$ cat config.mk
export PLATFORM = sky130hd
export DESIGN_NAME = mem_fill_arbiter_flat
export DESIGN_NICKNAME = d
export VERILOG_FILES = /design/src/rtl/mem_fill_arbiter_if.sv /design/src/rtl/mem_fill_arbiter.sv /design/src/flat_wrapper.sv
export SDC_FILE = /design/constraint.sdc
export NUM_CORES = 1
export LEC_CHECK = 0
export ABC_CLOCK_PERIOD_IN_PS = 2300
export BUFFER_PORTS_ARGS = -buffer_cell sky130_fd_sc_hd__buf_2
export CORE_UTILIZATION = 45
export DETAILED_ROUTE_END_ITERATION = 12
export PLACE_DENSITY = 0.83
export SKIP_CTS_REPAIR_TIMING = 1
export SYNTH_ARGS = -nofsm -noshare
export SYNTH_HDL_FRONTEND = slang
export SYNTH_SLANG_ARGS = --single-unit
$ cat constraint.sdc
create_clock -name clk -period 2.3 [get_ports clk]
set_clock_uncertainty 0.1 [all_clocks]
set_input_delay 0.345 -clock clk [delete_from_list [all_inputs] [get_ports clk]]
set_output_delay 0.345 -clock clk [all_outputs]
set_load 0.02 [all_outputs]
$ cat src/rtl/mem_fill_arbiter_if.sv
// Memory-side bus of the fill arbiter: one pipelined port with in-order read returns.
// The arbiter drives requests (master); the main memory answers (slave).
interface mem_fill_arbiter_if #(
  parameter int ADDR_W = 16,
  parameter int DATA_W = 16
);
  logic              mem_en;
  logic              mem_wr;
  logic [ADDR_W-1:0] mem_addr;
  logic [DATA_W-1:0] mem_wdata;
  logic [DATA_W-1:0] mem_rdata;
  logic              mem_valid;

  modport master (
    output mem_en, mem_wr, mem_addr, mem_wdata,
    input  mem_rdata, mem_valid
  );

  modport slave (
    input  mem_en, mem_wr, mem_addr, mem_wdata,
    output mem_rdata, mem_valid
  );
endinterface

$ cat src/rtl/mem_fill_arbiter.sv
// Shares one pipelined main memory between N_CH cache channels: write-through
// stores take one cycle, read misses stream a whole block into the data array.
module mem_fill_arbiter #(
  parameter int N_CH        = 2,
  parameter int ADDR_W      = 16,
  parameter int DATA_W      = 16,
  parameter int BLOCK_WORDS = 8,
  parameter int MEM_LAT     = 4,
  parameter int RR_MODE     = 0
) (
  input  logic                           clk,
  input  logic                           rst_n,
  input  logic [N_CH-1:0]                miss_req,
  input  logic [N_CH*ADDR_W-1:0]         miss_addr,
  input  logic [N_CH-1:0]                wr_req,
  input  logic [N_CH*ADDR_W-1:0]         wr_addr,
  input  logic [N_CH*DATA_W-1:0]         wr_data,
  output logic [N_CH-1:0]                busy,
  output logic [N_CH-1:0]                grant,
  output logic [N_CH-1:0]                fill_we,
  output logic [$clog2(BLOCK_WORDS)-1:0] fill_word,
  output logic [DATA_W-1:0]              fill_data,
  output logic [N_CH-1:0]                tag_we,
  output logic [N_CH-1:0]                done,
  mem_fill_arbiter_if.master             mem
);

  localparam int WB = $clog2(BLOCK_WORDS);
  localparam int CW = (N_CH > 1) ? $clog2(N_CH) : 1;
  localparam logic [ADDR_W-1:0] BASE_MASK = {ADDR_W{1'b1}} << (WB + 1);
  localparam logic [WB:0]       ISSUE_END = (WB + 1)'(BLOCK_WORDS);
  localparam logic [WB-1:0]     LAST_WORD = WB'(BLOCK_WORDS - 1);

  // The fill counters and the fixed latency model only make sense for these.
  if ((BLOCK_WORDS < 2) || ((BLOCK_WORDS & (BLOCK_WORDS - 1)) != 0) || (MEM_LAT < 1)) begin : g_param_check
    $error("mem_fill_arbiter: BLOCK_WORDS must be a power of 2 >= 2 and MEM_LAT >= 1");
  end

  typedef enum logic [1:0] {IDLE, WRITE, FILL, TAG} state_t;

  state_t            state_q, state_d;
  logic [N_CH-1:0]   grant_q, grant_d;
  logic [ADDR_W-1:0] addr_q, addr_d;
  logic [DATA_W-1:0] data_q, data_d;
  logic [WB:0]       issue_q, issue_d;
  logic [WB-1:0]     recv_q, recv_d;
  logic [CW-1:0]     rr_q, rr_d;

  logic [N_CH-1:0]   req;
  logic [CW-1:0]     search_base;
  logic [CW:0]       cand;
  logic [CW:0]       rr_step;
  logic [CW-1:0]     win_idx;
  logic              win_found;

  assign req   = miss_req | wr_req;
  assign grant = grant_q;
  assign busy  = req & ~done & {N_CH{rst_n}};

  // Winner search: fixed priority starts at channel 0, round-robin starts at
  // the channel after the last one granted (rr_q holds that next channel).
  always_comb begin
    search_base = (RR_MODE != 0) ? rr_q : '0;
    win_found   = 1'b0;
    win_idx     = '0;
    cand        = '0;
    for (int k = 0; k < N_CH; k++) begin
      cand = {1'b0, search_base} + (CW + 1)'(k);
      if (cand >= (CW + 1)'(N_CH)) cand = cand - (CW + 1)'(N_CH);
      if (!win_found && req[cand[CW-1:0]]) begin
        win_found = 1'b1;
        win_idx   = cand[CW-1:0];
      end
    end
    rr_step = {1'b0, win_idx} + 1'b1;
    if (rr_step >= (CW + 1)'(N_CH)) rr_step = '0;
  end

  // Next-state and output decode; everything defaults to 0 so IDLE and reset
  // present a quiet bus and per-channel strobes simply mirror the grant.
  always_comb begin
    state_d       = state_q;
    grant_d       = grant_q;
    addr_d        = addr_q;
    data_d        = data_q;
    issue_d       = issue_q;
    recv_d        = recv_q;
    rr_d          = rr_q;
    fill_we       = '0;
    fill_word     = '0;
    fill_data     = '0;
    tag_we        = '0;
    done          = '0;
    mem.mem_en    = 1'b0;
    mem.mem_wr    = 1'b0;
    mem.mem_addr  = '0;
    mem.mem_wdata = '0;

    case (state_q)
      IDLE: begin
        issue_d = '0;
        recv_d  = '0;
        grant_d = '0;
        if (win_found) begin
          grant_d[win_idx] = 1'b1;
          rr_d             = rr_step[CW-1:0];
          for (int c = 0; c < N_CH; c++) begin
            if (win_idx == CW'(c)) begin
              if (wr_req[c]) begin
                state_d = WRITE;
                addr_d  = wr_addr[c*ADDR_W +: ADDR_W];
                data_d  = wr_data[c*DATA_W +: DATA_W];
              end else begin
                state_d = FILL;
                addr_d  = miss_addr[c*ADDR_W +: ADDR_W] & BASE_MASK;
              end
            end
          end
        end
      end

      WRITE: begin
        mem.mem_en    = 1'b1;
        mem.mem_wr    = 1'b1;
        mem.mem_addr  = addr_q;
        mem.mem_wdata = data_q;
        done          = grant_q;
        grant_d       = '0;
        state_d       = IDLE;
      end

      // Issue and receive run independently; returns are in order, so the
      // receive count alone identifies the word being written.
      FILL: begin
        if (issue_q < ISSUE_END) begin
          mem.mem_en   = 1'b1;
          mem.mem_addr = addr_q + (ADDR_W'(issue_q) << 1);
          issue_d      = issue_q + 1'b1;
        end
        if (mem.mem_valid) begin
          fill_we   = grant_q;
          fill_word = recv_q;
          fill_data = mem.mem_rdata;
          recv_d    = recv_q + 1'b1;
          if (recv_q == LAST_WORD) state_d = TAG;
        end
      end

      TAG: begin
        tag_we  = grant_q;
        done    = grant_q;
        grant_d = '0;
        state_d = IDLE;
      end

      default: begin
        grant_d = '0;
        state_d = IDLE;
      end
    endcase
  end

  // State register; reset abandons any fill so no tag write or done follows.
  always_ff @(posedge clk or negedge rst_n) begin
    if (!rst_n) begin
      state_q <= IDLE;
      grant_q <= '0;
      addr_q  <= '0;
      data_q  <= '0;
      issue_q <= '0;
      recv_q  <= '0;
      rr_q    <= '0;
    end else begin
      state_q <= state_d;
      grant_q <= grant_d;
      addr_q  <= addr_d;
      data_q  <= data_d;
      issue_q <= issue_d;
      recv_q  <= recv_d;
      rr_q    <= rr_d;
    end
  end

endmodule

$ cat src/flat_wrapper.sv
// flat-port wrapper written by rule: the top's interface ports become plain ports
module mem_fill_arbiter_flat 
#(
  parameter int N_CH        = 2,
  parameter int ADDR_W      = 16,
  parameter int DATA_W      = 16,
  parameter int BLOCK_WORDS = 8,
  parameter int MEM_LAT     = 4,
  parameter int RR_MODE     = 0
)
  (clk, rst_n, miss_req, miss_addr, wr_req, wr_addr, wr_data, busy, grant, fill_we, fill_word, fill_data, tag_we, done, mem_mem_en, mem_mem_wr, mem_mem_addr, mem_mem_wdata, mem_mem_rdata, mem_mem_valid);
  mem_fill_arbiter_if #(.ADDR_W(ADDR_W), .DATA_W(DATA_W)) mem_i ();
  input  logic clk;
  input  logic rst_n;
  input  logic [N_CH-1:0] miss_req;
  input  logic [N_CH*ADDR_W-1:0] miss_addr;
  input  logic [N_CH-1:0] wr_req;
  input  logic [N_CH*ADDR_W-1:0] wr_addr;
  input  logic [N_CH*DATA_W-1:0] wr_data;
  output logic [N_CH-1:0] busy;
  output logic [N_CH-1:0] grant;
  output logic [N_CH-1:0] fill_we;
  output logic [$clog2(BLOCK_WORDS)-1:0] fill_word;
  output logic [DATA_W-1:0] fill_data;
  output logic [N_CH-1:0] tag_we;
  output logic [N_CH-1:0] done;
  output wire logic [$bits(mem_i.mem_en)-1:0] mem_mem_en;
  output wire logic [$bits(mem_i.mem_wr)-1:0] mem_mem_wr;
  output wire logic [$bits(mem_i.mem_addr)-1:0] mem_mem_addr;
  output wire logic [$bits(mem_i.mem_wdata)-1:0] mem_mem_wdata;
  input wire logic [$bits(mem_i.mem_rdata)-1:0] mem_mem_rdata;
  input wire logic [$bits(mem_i.mem_valid)-1:0] mem_mem_valid;
  assign mem_mem_en = mem_i.mem_en;
  assign mem_mem_wr = mem_i.mem_wr;
  assign mem_mem_addr = mem_i.mem_addr;
  assign mem_mem_wdata = mem_i.mem_wdata;
  assign mem_i.mem_rdata = mem_mem_rdata;
  assign mem_i.mem_valid = mem_mem_valid;
  mem_fill_arbiter #(.N_CH(N_CH), .ADDR_W(ADDR_W), .DATA_W(DATA_W), .BLOCK_WORDS(BLOCK_WORDS), .MEM_LAT(MEM_LAT), .RR_MODE(RR_MODE)) u_core (.clk(clk), .rst_n(rst_n), .miss_req(miss_req), .miss_addr(miss_addr), .wr_req(wr_req), .wr_addr(wr_addr), .wr_data(wr_data), .busy(busy), .grant(grant), .fill_we(fill_we), .fill_word(fill_word), .fill_data(fill_data), .tag_we(tag_we), .done(done), .mem(mem_i));
endmodule
* Word level (Yosys, flattened, before mapping)
Index checks and enable logic that the tools add are counted.
Storage, ports and cells: register bits after elaboration 43, input bits 119, word-level logic and storage cells 74
Operators by class: $add $sub $neg 3, order comparisons 3, eq/ne operators 8, muxes and demuxes 39, bitwise logic cells 4, reduce and logical (&&, ||, !) cells 11
Operators with widths (number):
- 16-bit two-way mux | 11
- 16-bit case mux with 2 select lines | 1
- 2-bit two-way mux | 11
- 16-bit by 5-bit adder with 16-bit output | 1
- 3-bit two-way mux | 3
- 4-bit case mux with 2 select lines | 1
- 1-bit two-way mux | 6
- 2-bit by 1-bit != test with 1-bit output (second input constant) | 3
- 2-bit case mux with 3 select lines | 1
- 3-bit case mux with 2 select lines | 1
- 2-bit AND reduction | 3
- 4-bit by 1-bit adder with 4-bit output (second input constant) | 1
- 2-bit bitwise AND | 2
- 2-bit == test (second input constant) | 2
- 4-bit < comparator (second input constant) | 1
- 4-bit two-way mux | 1
- 2-bit case mux with 2 select lines | 1
- 2-bit nonzero test | 2
- 3-bit by 1-bit adder with 3-bit output (second input constant) | 1
- 3-bit == test (second input constant) | 1
- 3-bit AND reduction | 1
- 2-bit by 1-bit == test with 1-bit output (second input constant) | 1
- 1-bit logical AND | 2
- 2-bit zero test | 1
- 9 further kinds | 9

* Longest topological paths before layout
depth in word-level cells 11, depth in mapped cells 8

* Worst setup path after synthesis
OpenSTA, ideal clock, no wires.
path kind reg-to-output, start register u_core.issue_q[0], end output port mem_mem_addr[11], arrival 2.111 ns, data required time 1.855 ns, path slack -0.256 ns, stages on the path, launching flop included 7, buffers on the path 0, cells stage by stage dfrtp_1 > ha_1 > fa_1 > a211o_2 > nand4_4 > a21oi_1 > o21ai_0
Between the ends: cells in the longest elaborated chain, start to end 3
Ends and longest elaborated chain:
- start: declaration | RTL line mem_fill_arbiter.sv:45 | logic [WB:0] issue_q, issue_d;
- start signal: assignment | RTL line mem_fill_arbiter.sv:178 | issue_q <= issue_d;
- 16-bit by 5-bit adder with 16-bit output or 4-bit < comparator (tied branches) | RTL line mem_fill_arbiter.sv:137, mem_fill_arbiter.sv:135
- 16-bit two-way mux * | RTL line mem_fill_arbiter.sv:135 | if (issue_q < ISSUE_END) begin
- 16-bit case mux with 2 select lines * | RTL line mem_fill_arbiter.sv:99 | case (state_q)
- end: declaration | RTL line flat_wrapper.sv:29 | output wire logic [$bits(mem_i.mem_addr)-1:0] mem_mem_addr;
Mark *: on every way between the ends. The rest lies on a longest branch, timed or not.

* Worst setup path in the final report
start register u_core.addr_q[1], end output port mem_mem_addr[9]
Between the ends: cells in the longest elaborated chain, start to end 3
Ends and longest elaborated chain:
- start: declaration | RTL line mem_fill_arbiter.sv:43 | logic [ADDR_W-1:0] addr_q, addr_d;
- start signal: assignment | RTL line mem_fill_arbiter.sv:176 | addr_q <= addr_d;
- 16-bit by 5-bit adder with 16-bit output | RTL line mem_fill_arbiter.sv:137 | mem.mem_addr = addr_q + (ADDR_W'(issue_q) << 1);
- 16-bit two-way mux | RTL line mem_fill_arbiter.sv:135
- 16-bit case mux with 2 select lines | RTL line mem_fill_arbiter.sv:99
No other way between the ends.

==> results.md <==
* Clk slew on worst S/H paths at 0.08 ns
* Final setup viols at 12
* Synth Flop Type: dfrtp_1
* Flops & latches, synth at 43
* Initial antenna violation count at 0
* Die ar. at 7400 µm²
* Crit path max fanout at 4
* Layout cells sized above 1 at 0.506
* GRT Resource Usage Total at 0.247
* CP Capture Type: output pin
* Post-synthesis xor/xnor area fraction at 0.0138
* GPL Wtd Cong at 0.816
* Worst hold start: miss_addr[26]
* Mux contribution to synthesized area at 0.0173
* Hold path cells at 3
* Worst r2r path cells at 5
* Startpoint types: flip-flop
* Top-count cell post-synth: dfrtp_1
* Rel. slew slack at 0.641
* # rows at 30
* Util after Layout at 0.683
* Mapped Area at 3180 µm²
* WHS at 0.251 ns
* Post-synth ARST share at 1.00
* DRT Wirelength at 9970 µm
* # port buffers at 173
* Fmax at 381 MHz
* Post-synth cell types at 55
* Area growth from synthesis to layout at 46.0%
* CTS root buf: clkbuf_8
* Slew @ Worst Pin at 0.537 ns
* Hold Path Sink: u_core.addr_q[10]
* Critical R2R Launch: u_core.state_q[1]
* Simple-Gate Fraction of Synth Area at 0.234
* DR iter-0 viols at 266
* P_leak at 2.36 nW
* DP Worst Slack at -0.103 ns
* # IOs at 182
* Tightest Hold Check Type: input port to flip-flop
* Final hold vios at 0
* Number of flops mapped to enable cells by yosys at 0
* GRT overflow at 0
* Cells after Synth at 350
* Min Tclk post-route at 2.63 ns
* FF-to-FF End: u_core.state_q[0]
* CTS tree: done
* CP Class: flip-flop to output pin
* VDD IR max at 0.703 mV
* Synth top cells by count: dfrtp_1 (43), a21oi_1 (30), nand2_1 (27), and3_1 (24), and2_1 (21)
* Reg area at 1080 µm²
* Violated checks: setup timing
* Pwr/cell area at 1230 nW/µm²
* Max Cap Viol at 0
* Synth area leaders: dfrtp_1 (34%), ha_1 (5.1%), a21oi_1 (4.7%), a2bb2oi_2 (4.7%), and3_1 (4.7%)
* Final Slew Violations at 0
* Complex-gate fraction of the synthesized area at 0.292
* Vias in the first global route at 3215
* Synth Net Count at 483
* Ant diodes at 0
* DR pass1 iterations at 6
* Longest Clk Path Bufs at 2
* Setup TNS at -3.22 ns
* DR vias at 3560
* Filler cells at 530
* Register area share after synthesis at 0.339
* Final WS setup at -0.326 ns
* Drt drc at 0
* Post-synth top area cell: dfrtp_1
* WL per Instance at 15.6 µm
* Initial cell density of the core at 0.467
* Largest family of logic cells by synthesized area: compound AO/OA/AOI/OAI gates
* Synthesized area per cell at 9.07 µm²
* Data required, critical path at 1.86 ns
* Top-area cell type share of the netlist area at 0.339
* Final Cycle Share at 1.14
* Reg2Reg Setup Slack at 0.47 ns
* Latest clock arrival within the worst-skew pair at 0.29 ns
* Status: finished with violations
* Drt via density at 5.58
* Die width at 86.0 µm
* Placeable Area at 6790 µm²
* CTS H-tree lvls at 2
* Yosys Warn Count at 0
* Post-synthesis adder-cell area fraction at 0.0575
* Die H at 86.0 µm
* Nets at 676
* Largest net degree at the start of global routing at 37
* CTS Buf Count at 5
* DP HPWL at 7220 µm
* Tot Pwr at 5.72 mW
* RSZ-0062 raised after global routing: yes
* CP arrival at 2.18 ns
* Area of the multi-input gates at 2120 µm²
* CTS sink count at 43
* First-pass GRT wire length at 14800 µm
* Post-DRT Antenna Nets at 0
[cells in the final DEF (no fill, tap or decap), types with 4 or more instances in the layout]
master and instances:
a21oi_2 4, o211ai_1 6, a21o_1 4, buf_6 10, a2bb2oi_1 6, clkbuf_8 5
nor2_1 19, a222oi_1 12, and2_1 19, a2bb2oi_2 10, ha_1 7, or4_4 4
buf_2 161, o21ai_0 9, dfrtp_1 43, nand3_2 4, nand2b_1 5, nand2_1 27
a22oi_1 7, a21oi_1 27, nand3_1 4, and3_1 22, o22ai_1 16, buf_4 40
mux2_2 4, nor2b_1 5
[report_power, final]
part	leakage [nW]	internal [mW]	total, mW	switching, mW
logic	1.82	1.76	3.87	2.11
registers	0.508	1.10	1.41	0.314
clock network	0.0371	0.203	0.437	0.235
total	2.36	3.06	5.72	2.66
[logic make-up after synthesis]
group | after synthesis
adder cells (fa/ha/maj) | 14
buffers and inverters | 31
AO/OA/AOI/OAI | 122
AND/OR/NAND/NOR | 130
XOR/XNOR | 5
multiplexers | 5
flip-flops | 43
[state kept, by name, indices dropped and copies added (netlist names)]
signal	cells
u_core.grant	2
u_core.state_q	2
u_core.issue_q	4
u_core.data_q	16
u_core.recv_q	3
u_core.addr_q	16
[through the flow]
| stage | instances | instance area [µm²] |
|---|---|---|
| 3_5_place_dp | 621 | 4270 |
| 6_report | 638 | 4640 |
| 4_1_cts | 627 | 4340 |
| 2_1_floorplan | 350 | 3200 |
| 3_3_place_gp | 621 | 4270 |
| 5_1_grt | 638 | 4640 |
[layer usage]
layer,up-vias,share of wire,GRT usage
met4,0,0.015,0.0576
met3,15,0.064,0.0539
li1,1703,-,-
met1,1692,0.41,0.316
met5,-,0,0
met2,150,0.51,0.425
[critical path, cell delays in order, from the launching register on]
cell and delay, ns:
dfrtp_1 0.39, ha_2 0.21, fa_2 0.42, a211o_4 0.37
a31oi_1 0.19, o21ai_1 0.10, o21ai_2 0.08, buf_6 0.13
[area by class of cell]
type	instances	share of cell area
clock buffer	6	0.0157
tap	96	0.0259
multi-input combinational	276	0.457
inverter	5	0.00405
sequential	43	0.232
timing repair buffer	212	0.265
[worst max path at each step]
stage                  endpoint  slack, ns               from
2_1_floorplan  mem_mem_addr[11]      -0.01  u_core.issue_q[0]
3_3_place_gp    mem_mem_addr[7]      -0.07  u_core.issue_q[0]
3_5_place_dp    mem_mem_addr[5]      -0.10  u_core.issue_q[0]
4_1_cts         mem_mem_addr[5]      -0.43  u_core.issue_q[0]
5_1_grt         mem_mem_addr[7]      -0.42   u_core.addr_q[1]
6_report        mem_mem_addr[9]      -0.33   u_core.addr_q[1]
No activity file was read; power rests on OpenSTA's default activity.
